## config.mk

```make
export PLATFORM = sky130hd
export DESIGN_NAME = instr_fetch_unit
export DESIGN_NICKNAME = d
export VERILOG_FILES = /design/src/rtl/rv_pkg.sv /design/src/rtl/instr_fetch_unit.sv
export SDC_FILE = /design/constraint.sdc
export NUM_CORES = 1
export LEC_CHECK = 0
export ABC_CLOCK_PERIOD_IN_PS = 1750
export CORE_MARGIN = 1.5
export CORE_UTILIZATION = 38
export CTS_CLUSTER_DIAMETER = 200
export CTS_CLUSTER_SIZE = 40
export DETAILED_ROUTE_END_ITERATION = 10
export PLACE_DENSITY = 0.77
export SETUP_SLACK_MARGIN = 0.3
export SYNTH_ARGS = -nofsm -noshare
export SYNTH_HDL_FRONTEND = slang
export SYNTH_SLANG_ARGS = --single-unit
```

## constraint.sdc

```tcl
create_clock -name clk -period 1.75 [get_ports clk]
set_input_delay 0.2625 -clock clk [delete_from_list [all_inputs] [get_ports clk]]
set_output_delay 0.2625 -clock clk [all_outputs]
set_load 0.05 [all_outputs]
```

## src/rtl/rv_pkg.sv

```systemverilog
// Shared RV core definitions: datapath width, canonical NOP and fetch FSM encoding.
package rv_pkg;

  localparam int XLEN = 32;
  localparam logic [31:0] NOP_INSTR = 32'h0000_0013;

  typedef enum logic [2:0] {
    ST_IDLE,
    ST_REQ,
    ST_WAIT,
    ST_HOLD,
    ST_FAULT
  } fetch_state_t;

endpackage

```

## src/rtl/instr_fetch_unit.sv

```systemverilog
// Multicycle fetch stage: owns the PC, issues one imem read at a time and holds the
// returned word in the IR until the core acknowledges it.
module instr_fetch_unit #(
  parameter int               XLEN     = rv_pkg::XLEN,
  parameter logic [XLEN-1:0]  RESET_PC = '0
) (
  input  logic            clk,
  input  logic            reset,
  output logic            imem_req_valid,
  input  logic            imem_req_ready,
  output logic [XLEN-1:0] imem_addr,
  input  logic            imem_resp_valid,
  input  logic [XLEN-1:0] imem_rdata,
  output logic [XLEN-1:0] instr,
  output logic            instr_valid,
  input  logic            instr_ack,
  output logic [XLEN-1:0] pc,
  output logic [XLEN-1:0] pc_plus4,
  input  logic            pc_redirect,
  input  logic [XLEN-1:0] pc_target,
  output logic            fetch_fault,
  output logic [31:0]     fetch_count
);

  import rv_pkg::*;

  fetch_state_t    state, state_next;
  logic [XLEN-1:0] pc_q, instr_q, next_pc;
  logic [31:0]     count_q;
  logic            take_resp, take_ack, next_misaligned;

  assign pc_plus4        = pc_q + XLEN'(4);
  assign next_pc         = pc_redirect ? pc_target : pc_plus4;
  assign next_misaligned = (next_pc[1:0] != 2'b00);
  // Response and acknowledge are only meaningful in their own state; elsewhere they are stale.
  assign take_resp       = (state == ST_WAIT) && imem_resp_valid;
  assign take_ack        = (state == ST_HOLD) && instr_ack;

  // NOTE: sequential state uses non-blocking assignments so every register samples pre-edge values.
  always_ff @(posedge clk) begin
    if (reset) state <= ST_IDLE;
    else       state <= state_next;
  end

  // NOTE: every combinational output gets a default first so no path can infer a latch.
  always_comb begin
    state_next = state;
    unique case (state)
      ST_IDLE:  state_next = ST_REQ;
      ST_REQ:   if (imem_req_ready) state_next = ST_WAIT;
      ST_WAIT:  if (imem_resp_valid) state_next = ST_HOLD;
      ST_HOLD:  if (instr_ack) state_next = next_misaligned ? ST_FAULT : ST_REQ;
      ST_FAULT: state_next = ST_FAULT;
      default:  state_next = ST_IDLE;
    endcase
  end

  always_comb begin
    imem_req_valid = 1'b0;
    instr_valid    = 1'b0;
    fetch_fault    = 1'b0;
    unique case (state)
      ST_REQ:   imem_req_valid = 1'b1;
      ST_HOLD:  instr_valid    = 1'b1;
      ST_FAULT: fetch_fault    = 1'b1;
      default:  ;
    endcase
  end

  always_ff @(posedge clk) begin
    if (reset) begin
      pc_q    <= RESET_PC;
      instr_q <= XLEN'(NOP_INSTR);
      count_q <= '0;
    end else begin
      if (take_resp) instr_q <= imem_rdata;
      if (take_ack) begin
        pc_q    <= next_pc;
        count_q <= count_q + 32'd1;
      end
    end
  end

  assign imem_addr   = pc_q;
  assign pc          = pc_q;
  assign instr       = instr_q;
  assign fetch_count = count_q;

endmodule

```

# Word level (Yosys, flattened, before mapping)
# Index checks and enable logic that the tools add are counted.
# word_totals
register_bits,99
in_bits,70
output_inout_bits,163
word_cells,27
# op_classes
addsub,2
eq_ne,7
n_mux,9
reduce_logical,5
# op_table
cell,n
"adder 32 x 1 -> 32 bit, second input constant",1
"adder 32 x 3 -> 32 bit, second input constant",1
2-to-1 mux 32 bit,1
one-hot mux 3 bit (5 select lines),1
2-to-1 mux 3 bit,4
"== test 3 x 2 -> 1 bit, second input constant",2
"inequality test 2 bit, second input constant",3
"== test 3 x 1 -> 1 bit, second input constant",1
"== test 3 bit, second input constant",1
logical NOT 3 bit,1
2-to-1 mux 1 bit,3
AND reduction 3 bit,1
logical AND 1 bit,2
nonzero test 2 bit,1

# Longest topological paths before layout
# Gate-level depths: netlist of the first run.
# logic_depth
ltp_word,6
depth_mapped,8
mapped_depth_nobuf,6

# Worst setup path after synthesis of the first run
# OpenSTA, ideal clock, no wires.
# synth_path
kind,flip-flop to output port
from,register pc_q[3] (netlist: imem_addr[3])
to,output pc_plus4[28]
arrival_ps,2760
required_time_ps,1487
setup_slack_ps,-1272
path_stages_with_launch,6
n_path_buf,0
cell_sequence,dfxtp_1 ha_1 and3_1 nand2_1 or4b_1 xnor2_1
# synth_via
elab_chain_cells,1
# synth_lines
element,line,rtl
"start, declared",instr_fetch_unit.sv:28,"logic [XLEN-1:0] pc_q, instr_q, next_pc;"
"start signal, assigned",instr_fetch_unit.sv:78,pc_q <= next_pc;
adder 32 x 3 -> 32 bit,instr_fetch_unit.sv:32,assign pc_plus4 = pc_q + XLEN'(4);
"end, declared",instr_fetch_unit.sv:18,"output logic [XLEN-1:0] pc_plus4,"
# Every way passes these cells.

# Worst setup path after layout of the first run
# layout_path
from,register pc_q[10] (netlist: imem_addr[10])
to,output pc_plus4[29]
# Same word-level chain as after synthesis.

==> out/results.tsv, run 1 <==
metric	value	unit
reg2reg_setup_slack	-0.36	ns
ys_warn_count	0	
min_to	imem_addr[1]	
grtUsageTotal	28.6	%
rsz0062_at_grt	yes	
grt_pass1_vias	6561	
fin_crit_sh	137	%
synthDistinctLibCells	58	
ys_seq_area_share	37.9	%
cp-end-kind	output pin	
synth_area	5240	um^2
first_pass_iters	7	
cp_common_cell	buf_12	
fmax	416	MHz
synth_adder_area_share	0.478	%
drive_gt1_share	55.1	%
relSlewSlack	71.9	%
syn_nets	738	
first_iter_violations	501	
fin_worst_skew	0.0125	ns
fin_crit	2.40	ns
die_h	120	um
p_per_area	480	nW/um^2
hold_path.class	primary input to flop	
fin_nets	1105	
clkSlewWorstSetupHoldPaths	0.08	ns
synth_flop_cell	dfxtp_1	
finalPower	5.29	mW
cts_buffers	9	
fin_ws	-0.652	ns
fin_setup_tns	-15.62	ns
clock_path_buffers	2	
yosys.area_share.simple	26.7	%
routed-via-count	6815	
synth_compound_area_share	15.8	%
r2r_cells	10	
syn-instance-count	666	
cts_root_buf	clkbuf_16	
grt_overflow_total	0	
critical_path.startpoint_type	flop	
grt_pass1_wl	32900	um
vdd_drop_max	0.440	mV
coreArea	13300	um^2
critPathArrivalTime	2.14	ns
ant_nets	0	
synth_top_family_by_area	simple AND/OR/NAND/NOR gates	
placed_cells	1099	
wl_per_cell	20.3	um
outcome	finished, violations left	
hold_buffers	0	
drc_errors	0	
hold_viol_final	0	
numPortBuffers	232	
path_class	flop to output pin	
io_pins	233	
htree_levels	3	
worstHoldPathCells	3	
drv_cap	0	
synth_edf_count	0	
setup.worst_path.start	imem_addr[10]	
cts_sinks	99	
die_w	120	um
utilization	82.5	%
worst_pin_slew	0.421	ns
area_growth	110	%
cp_slowest_stage_delay	0.35	ns
grt_max_degree	82	
min_from	pc_redirect	
gp_congestion	0.834	
finalSetupViolCount	45	
via_per_inst	5.61	
failed_checks	negative setup slack	
r2r-end	imem_addr[20]	
cp.required	1.49	ns
antenna_found_initial	0	
async_flop_share	0	%
avgSynthCellArea	7.86	um^2
synth.mux.area_fraction	0.765	%
synth_xor_area_share	9.20	%
instances_no_fill	1214	
critical_path_buf_inv_count	4	
std_cell_rows	42	
cp_cell_sequence	buf_4 -> nand4_4 -> nor4_4 -> buf_12 -> nand4_1 -> buf_6 -> xnor2_4 -> buf_12	
cts_tree	yes	
dieArea	14500	um^2
p_leak	4.73	nW
crit_path_top_delay_cell	dfxtp_4	
slew_viol_final	0	
start_util	39.2	%
worstSkewPairLatency	0.36	ns
antennaDiodeCount	0	
dpl_worst_slack	-0.262	ns
ys_ff_latch	99	
r2r_start	imem_addr[2]	
critical_path_peak_fanout	6	
wl	24700	um
crit_family	buffers and inverters	
dpl.hpwl	13700	um
final cells by class:
class / count / area [um^2]
tap: 176 / 220
multi-input combinational: 478 / 3910
clock inverter: 6 / 47.5
sequential: 99 / 2150
timing repair buffer: 433 / 4410
fill: 715 / 2330
clock buffer: 10 / 229
inverter: 12 / 45.0
Yosys cell counts (7+ instances only):
master | count | area share, %
inv_1 | 12 | 0.86
clkbuf_1 | 34 | 2.4
xnor2_1 | 22 | 3.7
buf_4 | 36 | 5.2
xor2_1 | 33 | 5.5
dfxtp_1 | 99 | 38
nand3_1 | 18 | 1.7
nand4_1 | 25 | 3.0
o21ai_0 | 21 | 2.0
nand2_1 | 108 | 7.7
and3_1 | 12 | 1.4
and2_1 | 7 | 0.84
nor2_1 | 61 | 4.4
nor3_1 | 13 | 1.2
a21oi_1 | 59 | 5.6
worst register-to-register path: cells and delay by family (launching register included):
family	cells	cell delay (ns)
AOI/OAI and AO/OA	2	0.51
adders and majority gates	1	0.14
buffers and inverters	4	0.53
DFF	1	0.37
and+or+nand+nor	3	0.46
through the flow:
step,hold slack [ns],instance area [um^2]
final,0.243,11000
after global routing,0.253,11000
after CTS,0.202,10300
after detailed placement,0.449,8970
after global placement,0.442,8970
after floorplan,0.387,6010
flip-flops by register name, indices dropped and copies added (netlist names):
name         cells
fetch_count     32
imem_addr       32
instr           32
state            3
per-layer routing:
metal	routed length [um]	up-vias	global-route usage, %
met2	12900	405	52.0
li1	-	3027	-
met4	1160	0	13.6
met1	8890	3287	30.9
met3	1720	96	7.12
met5	0	-	0
where the power goes:
group	internal, mW	switching (mW)	total, mW
Sequential	2.24	0.0360	2.28
Combinational	0.489	0.566	1.05
Clock	0.984	0.971	1.95
cell families after synthesis:
kind of cell             after synthesis
buffers and inverters                 90
multiplexers                           4
flip-flops                            99
XOR/XNOR                              55
adder cells (fa/ha/maj)                2
AND/OR/NAND/NOR                      284
AO/OA/AOI/OAI                        132
how the worst max path moves through the flow:
stage                     slack [ns]  depth (start not counted)               to
after floorplan                -0.50                          5     pc_plus4[31]
after global routing           -0.72                          8     pc_plus4[29]
after detailed placement       -0.26                          7  fetch_count[30]
final                          -0.65                          8     pc_plus4[29]
after global placement         -0.19                          7   fetch_count[8]
after CTS                      -0.51                          6     pc_plus4[24]
what timing repair did:
item,in CTS,in global routing
buffers inserted,62,34
setup endpoints to repair,118,118
cloned,2,1
gates resized for setup,217,89
pin swaps,96,79
placed cells by master (no fill, tap or decap), types with 18 or more instances in the layout:
cell type	count
nand4_1	25
buf_12	42
clkdlybuf4s15_2	27
dfxtp_1	42
buf_6	81
a21oi_1	48
clkdlybuf4s50_1	66
buf_4	206
dfxtp_4	39
xor2_1	22
nor2_1	54
nand2_1	94
dfxtp_2	18
(Power assumes the default switching activity.)
==> run 2, diff against run 1 <==
ABC_AREA = 1   (was default)
ABC_CLOCK_PERIOD_IN_PS = 2140   (was 1750)
CORE_UTILIZATION = 39   (was 38)
clock period = 2.14 ns   (was 1.75 ns; I/O delays follow)
==> run 2 against run 1 <==
  * The run still ends with negative setup slack left
  * Global-route usage shrank 3.9 points
  * Final cell count grew 5.5%
  * Hold slack gained 0.22 ns
  * Sequential cell count is the same
  * Critical path type unchanged
==> out/results.tsv, run 2 <==
metric	value	unit	change
vdd_drop_max	0.578	mV	+31%
fin_crit	2.21	ns	
grt_overflow_total	0		unchanged
finalSetupViolCount	4		-91%
first_pass_iters	7		unchanged
via_per_inst	5.04		-10%
hold_buffers	0		unchanged
grt_pass1_wl	29600	um	-10%
yosys.area.top_type_share	35.2	%	-2.7 points
path_class	flop to output pin		
r2r_cells	8		-2
antenna_found_initial	1		+1
cts_root_buf	clkbuf_16		
fin_ws	-0.0733	ns	+0.579 ns
clock_path_buffers	2		unchanged
io_pins	233		unchanged
hold_path.class	flop to flop		
async_flop_share	0	%	unchanged
synthDistinctLibCells	36		-38%
htree_levels	3		unchanged
ys_warn_count	0		unchanged
fin_setup_tns	-0.166	ns	+15.46 ns
worstHoldPathCells	2		-1
failed_checks	negative setup slack		
fin_nets	1167		+5.6%
fin_crit_sh	103	%	
drv_cap	0		unchanged
cp_slowest_stage_delay	0.41	ns	+0.06 ns
dpl.hpwl	13400	um	-2.3%
cp-end-kind	output pin		
avgSynthCellArea	6.48	um^2	-18%
grtUsageTotal	24.7	%	-3.9 points
area_growth	64.8	%	
fmax	452	MHz	
slew_viol_final	0		unchanged
ant_nets	0		unchanged
synth_area	5640	um^2	+7.6%
yosys-top-cells-area	dfxtp_1 (35%), nand2_1 (19%), a21oi_1 (9.7%)		
worstSkewPairLatency	0.34	ns	-0.02 ns
cp_cell_sequence	nand2_1 -> nor2_4 -> nand2_8 -> nor2_4 -> buf_12 -> xor2_4 -> buf_12		
p_leak	4.19	nW	-11%
cts_buffers	9		unchanged
utilization	66.4	%	-16 points
final_common_cell	nand2_1		
coreArea	14000	um^2	+4.8%
syn_nets	942		+28%
grt_pass1_vias	5871		-11%
crit_family	simple AND/OR/NAND/NOR gates		
drive_gt1_share	20.0	%	-35 points
numPortBuffers	232		unchanged
critical_path_buf_inv_count	2		-2
synth_top_area_cell	dfxtp_1		
ys_ff_latch	99		unchanged
critical_path_peak_fanout	6		unchanged
grt_max_degree	53		-35%
wl_per_cell	15.0	um	-26%
dpl_worst_slack	0.130	ns	+0.392 ns
worst-path-stages	7		-1
syn-instance-count	870		+31%
critical_path.startpoint_type	flop		
cp.required	1.82	ns	+0.33 ns
synth_most_common_cell	nand2_1		
synth_flop_cell	dfxtp_1		
layout_common_cells	nand2_1 (253), a21oi_1 (109), dlygate4sd2_1 (99)		
rsz0062_at_grt	yes		
ys_seq_area_share	35.2	%	-2.7 points
p_per_area	664	nW/um^2	+38%
cts_tree	yes		
fin_worst_skew	0.00850	ns	-0.00396 ns
relSlewSlack	62.4	%	-9.5 points
routed-via-count	6453		-5.3%
cts_sinks	99		unchanged
start_util	40.3	%	+1.1 points
drc_errors	0		unchanged
dieArea	15200	um^2	+4.8%
outcome	finished, violations left		
critPathArrivalTime	1.89	ns	-0.25 ns
crit_path_top_delay_cell	dfxtp_4		
wl	19200	um	-22%
hold_viol_final	0		unchanged
gp_congestion	0.891		+6.8%
worst_pin_slew	0.564	ns	+0.143 ns
synth_edf_count	0		unchanged
die_w	123	um	+2.4%
first_iter_violations	461		-8.0%
die_h	123	um	+2.4%
synthTopCellsByCount	nand2_1 (282), a21oi_1 (109), dfxtp_1 (99)		
std_cell_rows	43		+2.4%
clkSlewWorstSetupHoldPaths	0.07	ns	about the same
finalPower	6.17	mW	+17%
==> run 2: cell types whose count changed after synthesis, moves of 13 or more <==
cell,delta
nand2_1,+174
a21oi_1,+50
inv_1,+44
nor2_1,+37
xor2_1,-21
nand4_1,-20
xnor2_1,-19
o21ai_0,+16
nand3_1,+14
clkbuf_1,-13
==> run 2: stage by stage <==
step / instances / cell area, um^2 / hold slack (ns)
finish: 1281 / 9290 / 0.461
floorplan: 870 / 6000 / 0.434
detailed placement: 1231 / 8520 / 0.457
global route: 1281 / 9290 / 0.486
global placement: 1231 / 8520 / 0.450
CTS: 1261 / 8970 / 0.466
==> run 2: worst paths after layout <==
| check | slack, ns | end | startpoint |
|---|---|---|---|
| max | -0.07 | pc_plus4[18] | imem_addr[7] |
| min | 0.46 | instr[6] | instr[6] |
| max reg2reg | 0.46 | fetch_count[20] | fetch_count[0] |
| min reg2reg | 0.46 | instr[6] | instr[6] |
==> run 2: power breakdown <==
| part | internal [mW] | leakage, nW | total (mW) | switching [mW] |
|---|---|---|---|---|
| Sequential | 2.00 | 0.817 | 2.19 | 0.189 |
| Combinational | 0.836 | 3.23 | 2.37 | 1.53 |
| Clock | 0.866 | 0.141 | 1.61 | 0.747 |
==> run 2: final cells by class <==
| class | count | area (um^2) |
|---|---|---|
| inverters | 59 | 225 |
| well taps | 180 | 225 |
| fillers | 1238 | 4700 |
| diodes | 1 | 2.50 |
| multi-input cells | 645 | 3550 |
| repair buffers | 281 | 2940 |
| flip-flops and latches | 99 | 2050 |
| clock inverters | 4 | 33.8 |
| clock buffers | 12 | 256 |
==> run 2: cell families after synthesis <==
family                   Yosys count  synth area share, %
adder cells (fa/ha/maj)            2                0.444
buffers and inverters            126                 10.9
AO/OA/AOI/OAI                    157                 14.3
flip-flops                        99                 35.2
XOR/XNOR                          18                 3.20
AND/OR/NAND/NOR                  468                 35.9
==> run 2: repair_timing <==
item | CTS | global route
pin swaps | 20 | 22
hold endpoints to repair | 0 | 0
setup endpoints to repair | 126 | 53
setup buffers | 14 | 19
resized for setup | 148 | 48
==> run 2: worst reg2reg max path: stages, from the launching register on <==
cell and delay, ns:
dfxtp_2 0.38, ha_1 0.22, nand3_1 0.18, inv_1 0.13, nand2_1 0.06, nor2_1 0.21
nand3_1 0.16, xor2_1 0.17, nor2_1 0.05
==> run 2: routing by layer <==
layer	vias up	share of wire, %	GRT usage (%)
met1	2934	40	29.9
li1	3201	-	-
met3	25	9.3	6.18
met2	293	49	42.2
met5	-	0	0
met4	0	1.9	9.34
==> run 3, diff against run 2 <==
TNS_END_PERCENT = 20   (was default)
==> run 3 against run 2 <==
  * The flow still finishes with violations (negative setup slack)
  * Sequential power barely moved
  * Fmax grew 0.46%
  * Clock-buffer cell count grew 1
  * Routed wire length decreased by 2.3%
  * Largest cell class unchanged
  * Largest power group unchanged
  * Highest routed layer unchanged
==> out/results.tsv, run 3 (same netlist as run 2, synthesis figures left out) <==
metric	value	unit	change
final_common_cell	nand2_1		
path_class	flop to output pin		
fin_nets	1164		-0.26%
fin_ws	-0.0631	ns	+0.0102 ns
area_growth	61.6	%	
htree_levels	3		unchanged
gp_congestion	0.880		-1.2%
grt_pass1_vias	5858		-0.22%
clock_path_buffers	2		unchanged
seq_area	2050	um^2	-0.43%
io_pins	233		unchanged
fill_cells	1247		+0.73%
drc_errors	0		unchanged
crit_path_top_delay_cell	dfxtp_4		
p_leak	4.15	nW	-0.94%
std_cell_rows	43		unchanged
cp-end-kind	output pin		
rsz0062_at_grt	yes		
numPortBuffers	232		unchanged
critical_path_buf_inv_count	2		unchanged
grt_max_degree	53		unchanged
cts_buffers	9		unchanged
routed-via-count	6428		-0.39%
cp.required	1.82	ns	about the same
critical_path_peak_fanout	5		-1
layout_common_cells	nand2_1 (261), a21oi_1 (109), dlygate4sd2_1 (100)		
ant_nets	0		unchanged
multiInputGateArea	3450	um^2	-2.6%
p_per_area	661	nW/um^2	-0.44%
finalPower	6.02	mW	-2.4%
die_w	123	um	unchanged
critPathArrivalTime	1.88	ns	about the same
cp_slowest_stage_delay	0.38	ns	-0.03 ns
cp_cell_sequence	ha_4 -> nand2_4 -> nor2_4 -> nand2_4 -> nor2_4 -> buf_12 -> xor2_4 -> buf_12		
vdd_drop_max	0.471	mV	-18%
finalSetupViolCount	3		-1
die_h	123	um	unchanged
holdWs	0.461	ns	-0.0000300 ns
drive_gt1_share	18.7	%	-1.3 points
cts_tree	yes		
first_iter_violations	390		-15%
antennaDiodeCount	0		-1
worst_pin_slew	0.570	ns	+0.00617 ns
via_per_inst	5.03		about the same
critical_path.startpoint_type	flop		
grt_overflow_total	0		unchanged
first_pass_iters	4		-3
grt_pass1_wl	29300	um	-0.98%
hold_viol_final	0		unchanged
dieArea	15200	um^2	unchanged
wl	18800	um	-2.3%
slew_viol_final	0		unchanged
antenna_found_initial	0		-1
coreArea	14000	um^2	unchanged
hold_buffers	0		unchanged
drv_cap	0		unchanged
wl_per_cell	14.7	um	-2.0%
fin_crit_sh	103	%	-0.48 points
dpl_worst_slack	0.123	ns	-0.00643 ns
start_util	40.3	%	unchanged
fin_crit	2.20	ns	-0.0102 ns
crit_family	simple AND/OR/NAND/NOR gates		
fin_worst_skew	0.00865	ns	+0.000155 ns
outcome	finished, violations left		
dpl.hpwl	13500	um	+0.57%
relSlewSlack	62.0	%	-0.41 points
worstSkewPairLatency	0.34	ns	about the same
clkSlewWorstSetupHoldPaths	0.07	ns	about the same
grtUsageTotal	24.5	%	-0.18 points
cts_root_buf	clkbuf_16		
cts_sinks	99		unchanged
hold_path.class	flop to flop		
failed_checks	negative setup slack		
fmax	454	MHz	+0.46%
==> run 3: area by class of cell <==
class / count / share of cell area [%]
multi-input combinational: 645 / 37.9
clock inverter: 3 / 0.275
sequential: 99 / 22.5
tap: 180 / 2.47
inverter: 59 / 2.47
clock buffer: 13 / 2.64
timing repair buffer: 278 / 31.8
==> run 3: timing repair <==
| action | CTS | global route |
|---|---|---|
| setup endpoints to repair | 126 | 55 |
| resized for setup | 147 | 46 |
| pin swaps | 24 | 23 |
| setup buffers | 16 | 14 |
==> run 3: routing by layer <==
layer  vias to the layer above  routed length [um]  GRT usage [%]
met1                      2973                7740           29.1
li1                       3189                   -              -
met4                         0                 461           9.34
met5                         -                   0              0
met2                       236                9000           41.8
met3                        30                1570           7.15
==> run 3: tightest hold or removal path, stage by stage (launching register included) <==
cell     delay, ns
dfxtp_1       0.30
nand2_1       0.06
a21oi_1       0.05
==> run 3: worst paths after layout <==
kind | startpoint | to | slack, ns | cells after the start
hold / removal | instr[21] | instr[21] | 0.46 | 2
hold reg to reg | instr[21] | instr[21] | 0.46 | 2
setup reg to reg | imem_addr[8] | imem_addr[11] | 0.41 | 9
setup / recovery | imem_addr[2] | pc_plus4[16] | -0.06 | 8
==> run 3: stage by stage <==
step / utilization (%) / instances / TNS (ns) / area, um^2
5_1_grt: 65.1 / 1277 / -0.518 / 9110
3_3_place_gp: 60.1 / 1231 / 0 / 8410
2_1_floorplan: - / 870 / 0 / 5900
4_1_cts: 63.4 / 1263 / -0.0419 / 8860
3_5_place_dp: 60.1 / 1231 / 0 / 8410
6_report: 65.1 / 1277 / -0.0943 / 9110
==> run 3: power breakdown <==
group / leakage, nW / internal, mW / switching, mW
sequential: 0.816 / 2.00 / 0.184
clock: 0.124 / 0.798 / 0.717
combinational: 3.21 / 0.807 / 1.52
